**src/rtl/sonar_pkg.sv**
```systemverilog
// Shared definitions for the sonar trigger/echo sensor emulator and its
// controller: responder state encoding, clock rate and range-grid boundaries.
package sonar_pkg;

   // Responder protocol states.
   typedef enum logic [2:0] {
      IDLE      = 3'd0,
      TRIG_HIGH = 3'd1,
      BURST     = 3'd2,
      ECHO_HIGH = 3'd3,
      HOLDOFF   = 3'd4
   } responder_state_t;

   localparam int unsigned CLK_HZ            = 100_000_000;
   localparam int unsigned CYCLES_PER_MM_DEF = 583;

   // Width of the state counter and of the latched echo width.
   localparam int unsigned CNT_W  = 24;
   // Width of the emulated distance input.
   localparam int unsigned DIST_W = 12;

   // Echo-width boundaries between controller range grid cells.
   localparam logic [CNT_W-1:0] GRID_B0 = 24'd252300;
   localparam logic [CNT_W-1:0] GRID_B1 = 24'd519100;
   localparam logic [CNT_W-1:0] GRID_B2 = 24'd758640;
   localparam logic [CNT_W-1:0] GRID_B3 = 24'd979040;

endpackage

```
**src/rtl/sync_2ff.sv**
```systemverilog
// Two-flop synchronizer for a single asynchronous control bit.
module sync_2ff (
   input  logic clk,
   input  logic reset,
   input  logic d,
   output logic q
);

   logic sync_p0;
   logic sync_p1;

   // Two back-to-back flops give the first one a full cycle to resolve metastability.
   always_ff @(posedge clk) begin
      if (reset) begin
         sync_p0 <= 1'b0;
         sync_p1 <= 1'b0;
      end else begin
         sync_p0 <= d;
         sync_p1 <= sync_p0;
      end
   end

   assign q = sync_p1;

endmodule

```
**src/rtl/sonar_echo_responder.sv**
```systemverilog
// Ultrasonic range-sensor emulator: answers a trigger pulse with an echo pulse
// whose width encodes a programmable distance, then holds off before re-arming.
module sonar_echo_responder
   import sonar_pkg::*;
#(
   parameter int unsigned MIN_TRIG_CYCLES = 1000,
   parameter int unsigned BURST_CYCLES    = 20000,
   parameter int unsigned CYCLES_PER_MM   = CYCLES_PER_MM_DEF,
   parameter int unsigned MAX_MM          = 4000,
   parameter int unsigned NO_OBJ_CYCLES   = 3_800_000,
   parameter int unsigned HOLDOFF_CYCLES  = 6_000_000
) (
   input  logic              clk,
   input  logic              reset,
   input  logic              trigger,
   input  logic [DIST_W-1:0] distance_mm,
   input  logic              object_present,
   output logic              echo,
   output logic              busy,
   output logic              trig_err
);

   // Terminal counts are held at counter width so every compare is width-matched.
   localparam logic [CNT_W-1:0]  CNT_MAX    = {CNT_W{1'b1}};
   localparam logic [CNT_W-1:0]  MIN_LAST   = CNT_W'(MIN_TRIG_CYCLES - 1);
   localparam logic [CNT_W-1:0]  BURST_LAST = CNT_W'(BURST_CYCLES - 1);
   localparam logic [CNT_W-1:0]  HOLD_LAST  = CNT_W'(HOLDOFF_CYCLES - 1);
   localparam logic [CNT_W-1:0]  NO_OBJ_W   = CNT_W'(NO_OBJ_CYCLES);
   localparam logic [CNT_W-1:0]  CPM_W      = CNT_W'(CYCLES_PER_MM);
   localparam logic [DIST_W-1:0] MAX_MM_W   = DIST_W'(MAX_MM);

   responder_state_t state;
   responder_state_t state_nxt;

   logic [CNT_W-1:0] cnt;
   logic [CNT_W-1:0] cnt_nxt;
   logic [CNT_W-1:0] width;
   logic [CNT_W-1:0] width_last;

   logic trig_s;
   logic trig_d;
   logic trig_rise;
   logic trig_fall;
   logic trig_ok;
   logic latch_en;
   logic echo_nxt;
   logic trig_err_nxt;

   // Echo width for a given distance. A 12-bit distance times a 10-bit
   // cycles-per-mm factor always fits in the 24-bit result.
   function automatic logic [CNT_W-1:0] calc_width(input logic [DIST_W-1:0] mm,
                                                   input logic present);
      logic [CNT_W-1:0] prod;
      prod = CNT_W'(mm) * CPM_W;
      if (!present || (mm > MAX_MM_W))
         return NO_OBJ_W;
      else if (mm == '0)
         return CNT_W'(1);
      else
         return prod;
   endfunction

   sync_2ff u_trig_sync (
      .clk   (clk),
      .reset (reset),
      .d     (trigger),
      .q     (trig_s)
   );

   // One-cycle delayed copy of the synchronized trigger for edge detection.
   always_ff @(posedge clk) begin
      if (reset)
         trig_d <= 1'b0;
      else
         trig_d <= trig_s;
   end

   assign trig_rise  = trig_s & ~trig_d;
   assign trig_fall  = ~trig_s & trig_d;
   // cnt misses the cycle in which the rise was detected, so one fewer
   // counted cycle already means MIN_TRIG_CYCLES of synchronized high time.
   assign trig_ok    = (cnt >= MIN_LAST);
   assign latch_en   = (state == TRIG_HIGH) && trig_fall && trig_ok;
   assign width_last = width - CNT_W'(1);

   // State register.
   always_ff @(posedge clk) begin
      if (reset)
         state <= IDLE;
      else
         state <= state_nxt;
   end

   // Next-state decode; trigger edges outside IDLE/TRIG_HIGH are never looked at.
   always_comb begin
      state_nxt = state;
      case (state)
         IDLE: begin
            if (trig_rise)
               state_nxt = TRIG_HIGH;
         end
         TRIG_HIGH: begin
            if (trig_fall)
               state_nxt = trig_ok ? BURST : IDLE;
         end
         BURST: begin
            if (cnt == BURST_LAST)
               state_nxt = ECHO_HIGH;
         end
         ECHO_HIGH: begin
            if (cnt == width_last)
               state_nxt = HOLDOFF;
         end
         HOLDOFF: begin
            if (cnt == HOLD_LAST)
               state_nxt = IDLE;
         end
         default: state_nxt = IDLE;
      endcase
   end

   // Counter update: cleared on every state change, saturating while the trigger is held.
   always_comb begin
      cnt_nxt = cnt;
      if (state_nxt != state) begin
         cnt_nxt = '0;
      end else begin
         case (state)
            TRIG_HIGH: begin
               if (trig_s && (cnt != CNT_MAX))
                  cnt_nxt = cnt + CNT_W'(1);
            end
            BURST, ECHO_HIGH, HOLDOFF: cnt_nxt = cnt + CNT_W'(1);
            default: cnt_nxt = '0;
         endcase
      end
   end

   // Output decode; echo and trig_err are registered below, busy follows state.
   always_comb begin
      busy         = (state == BURST) || (state == ECHO_HIGH) || (state == HOLDOFF);
      echo_nxt     = (state == ECHO_HIGH);
      trig_err_nxt = (state == TRIG_HIGH) && trig_fall && !trig_ok;
   end

   // Counter register.
   always_ff @(posedge clk) begin
      if (reset)
         cnt <= '0;
      else
         cnt <= cnt_nxt;
   end

   // Echo width captured at an accepted trigger fall; later input changes cannot disturb it.
   always_ff @(posedge clk) begin
      if (latch_en)
         width <= calc_width(distance_mm, object_present);
   end

   // Registered pin outputs so the controller sees glitch-free levels.
   always_ff @(posedge clk) begin
      if (reset) begin
         echo     <= 1'b0;
         trig_err <= 1'b0;
      end else begin
         echo     <= echo_nxt;
         trig_err <= trig_err_nxt;
      end
   end

endmodule
```
**config.mk**
```make
export PLATFORM = sky130hd
export DESIGN_NAME = sonar_echo_responder
export DESIGN_NICKNAME = d
export VERILOG_FILES = /design/src/rtl/sonar_pkg.sv /design/src/rtl/sync_2ff.sv /design/src/rtl/sonar_echo_responder.sv
export SDC_FILE = /design/constraint.sdc
export NUM_CORES = 1
export LEC_CHECK = 0
export ABC_AREA = 1
export BUFFER_PORTS_ARGS = -buffer_cell sky130_fd_sc_hd__buf_2
export CORE_ASPECT_RATIO = 0.6
export CORE_MARGIN = 2
export CORE_UTILIZATION = 58
export CTS_BUF_LIST = sky130_fd_sc_hd__clkbuf_8 sky130_fd_sc_hd__clkbuf_16
export CTS_CLUSTER_DIAMETER = 150
export DETAILED_ROUTE_END_ITERATION = 10
export PLACE_DENSITY_LB_ADDON = 0.15
export SLEW_MARGIN = 20
export SYNTH_ARGS = -nofsm -noshare
export SYNTH_HDL_FRONTEND = slang
export SYNTH_SLANG_ARGS = --single-unit
export TNS_END_PERCENT = 1
```
**constraint.sdc**
```tcl
create_clock -name clk -period 4.73 [get_ports clk]
set_input_delay 0.946 -clock clk [delete_from_list [all_inputs] [get_ports clk]]
set_output_delay 0.946 -clock clk [all_outputs]
set_load 0.02 [all_outputs]
```
==> summary.txt <==
STA
  – Slew Viols, Final: 0
  – Fin crit period: 4610 ps
  – RSZ-0062 raised after global routing: true
  – Worst-margin pin slew: 1060 ps
  – Slew margin rel.: 28.7%
  – Worst Clk Skew: 7.68 ps
  – Fmax: 217 MHz
  – Setup tns final: 0 ps
  – Finish-stage setup viols: 0
  – Final-report hold violation count: 0
  – Fin crit share: 97.5%

Synthesis
  – Yosys top cell area share: 17.3%
  – Cells after synthesis: 879
  – Post-synth ARST share: 0%
  – Seq/Total Area, Yosys: 20.0%
  – Yosys warns: 0
  – Post-Synthesis Net Count: 1005
  – Post-synth top area cell: ha_1
  – Cell area after synthesis: 6510 µm²
  – Top_reg_cell synth: dfxtp_1
  – Top post-synthesis cells by area: ha_1 (17%), edfxtp_1 (10%), dfxtp_1 (9.8%)
  – Yosys cell types: 47
  – Top-count cell post-synth: inv_1
  – Flops & latches, synth: 54
  – Syn_area_per_cell: 7.41 µm²
  – EDFF count, synth: 22
  – Synth cell count leaders: inv_1 (152), nand2_1 (148), nor2_1 (91)

Clock network
  – CTS H-Tree Depth: 2
  – Later-pin clock latency in the skew report: 300 ps
  – Worst-path clk slew: 70 ps
  – Clock sink count: 54
  – CTS Buffer Depth: 2
  – Total CTS buffers: 5
  – Clock Tree Root: clkbuf_16
  – Setup bufs post-CTS: 0
  – TritonCTS clock tree: done

Layout
  – Fin area: 7280 µm²
  – Non-Filler Instances: 1076
  – Area Overhead vs Synth: 11.8%
  – Layout cells sized above 1: 15.9%
  – Fillers: 953
  – Nets: 1062
  – Ant. Diodes: 0

Place
  – Inst Count DP: 1068
  – PortBufs: 18
  – Final HPWL DP: 15200 µm
  – Final Wtd Congestion: 0.986
  – Placed instance area: 7010 µm²

Critical path
  – Most frequent CP cell: inv_1
  – Crit path launch type: primary input
  – Worst EP required: 4770 ps
  – Worst path bufs/invs: 6
  – Worst Setup Path Type: primary input to register
  – Crit. End Element: register
  – CP Cell Sequence: buf_2, inv_1, ha_1, ha_1, inv_1, fa_1, inv_1, fa_1, fa_1, ha_4, buf_4, nand2_1, nor2_2, inv_1, a21oi_1, o21ai_1, o2111ai_2, a21oi_1, o21ai_0, nand2_1
  – Critical path's slowest cell: fa_1
  – Max incr delay on CP: 540 ps
  – Critical Path Fanout Max: 4
  – Delay-heaviest family, CP: adder cells
  – Worst EP arrival: 4650 ps

Power
  – Leak: 3.35 nW
  – Power Density: 289 nW/µm²
  – Peak VDD IR: 0.174 mV

Floorplanning
  – Core area: 10700 µm²
  – Die height: 86.1 µm
  – Die ar.: 12100 µm²
  – Die width: 141 µm
  – Starting Density: 60.6%
  – Site Rows: 29
  – I/O pin total: 19

Detailed routing
  – Initial DRT Pass Iterations: 6
  – Antenna Violating Nets Remaining: 0
  – WL per Instance: 17.0 µm
  – Detailed-route via count: 6103
  – DRC Markers: 0
  – DR iter-0 viols: 668
  – Total Routed Length: 18200 µm
  – Vias per cell: 5.67

Global route
  – Number of global-route vias before repair: 5664
  – Largest net degree at the start of global routing: 26
  – Grt ovf: 0
  – Antenna violations before repair: 0
  – First-pass GRT wire length: 30000 µm
  – GRT Total Usage: 31.9%

Flow run
  – Max-cap viol count: 0

Min path
  – Worst hold path type: register to register

Run status
  – Status: complete, no violations
==> power by group <==
part / switching [mW] / internal [mW]
logic: 0.618 / 0.500
clock network: 0.179 / 0.297
registers: 0.00269 / 0.508
==> flip-flops by register name (all words and copies together) (netlist names) <==
register and count:
width 22, trig_d 1, cnt 24, trig_err 1, state 3, echo 1, u_trig_sync.q 1, u_trig_sync.sync_p0 1
==> per-layer routing <==
metal,wire [µm],GRT usage (%),vias up
li1,-,-,2986
met1,9670,53.7,2813
met2,6330,40.2,290
met3,2140,8.21,14
met4,103,3.18,0
met5,0,0,-
==> metrics by stage <==
stage          utilization [%]  total power, mW  hold slack [ps]  setup slack (ps)
4_1_cts                   67.1             2.00              407              22.3
6_report                  67.8             2.10              408               120
2_1_floorplan                -             1.18              388              73.0
3_3_place_gp              65.3             1.50              391              -267
5_1_grt                   67.8             2.28              418             -31.1
3_5_place_dp              65.3             1.53              397              -335
==> placed cells by master (no fill, tap or decap), drive strengths merged, types with 2 or more instances in the layout <==
cell     count
nand4       22
edfxtp      22
ha          90
clkinv       2
and2         5
o2111ai      2
mux2i        2
buf         66
o21ai       42
nor4         6
nand2      160
inv        152
fa          20
a21oi       36
o31ai        2
a211oi       2
nand3b       3
nand3       48
o21a         2
a31oi        7
nor3b        2
xor2        23
xnor2       12
o21bai       2
nor3        49
clkbuf       7
dfxtp       32
nor2       108
a21boi       4
a21o         2
==> cell type report <==
cell class,instances,area (µm²),area share (%)
clock buffer,7,164,2.25
clock inverter,1,30.0,0.413
inverter,154,578,7.94
multi-input combinational,655,4580,62.9
sequential,54,1300,17.9
tap,139,174,2.39
timing repair buffer,66,450,6.19
==> worst min-delay path: stages, from the launching register on <==
cell and delay (ps):
dfxtp_1 300, inv_1 40, nor2_1 30
==> kinds of logic (layout without fill, tap and decap cells) <==
| group | count (synthesis) | count (layout) | share of synthesized area (%) |
|---|---|---|---|
| AND/OR/NAND/NOR | 404 | 404 | 31.5 |
| buffers and inverters | 170 | 228 | 10.8 |
| flip-flops | 54 | 54 | 20.0 |
| adder cells (fa/ha/maj) | 110 | 110 | 23.4 |
| XOR/XNOR | 36 | 36 | 5.17 |
| AO/OA/AOI/OAI | 102 | 102 | 8.65 |
| multiplexers | 3 | 3 | 0.480 |
==> what timing repair did <==
item | in CTS | in global routing
endpoints found under the setup margin | 1 | 8
pin swaps | 0 | 7
resized for setup | 1 | 21
cloned | 0 | 0
hold buffers | 0 | 0
==> final timing paths <==
| path | cells after the start | endpoint | from | slack (ps) |
|---|---|---|---|---|
| setup / recovery | 20 | width[21] | distance_mm[8] | 120 |
| hold / removal | 2 | u_trig_sync.q | u_trig_sync.sync_p0 | 410 |
| setup reg to reg | 13 | cnt[7] | cnt[0] | 1680 |
| hold reg to reg | 2 | u_trig_sync.q | u_trig_sync.sync_p0 | 410 |
Power figures use the tool's default switching activity.
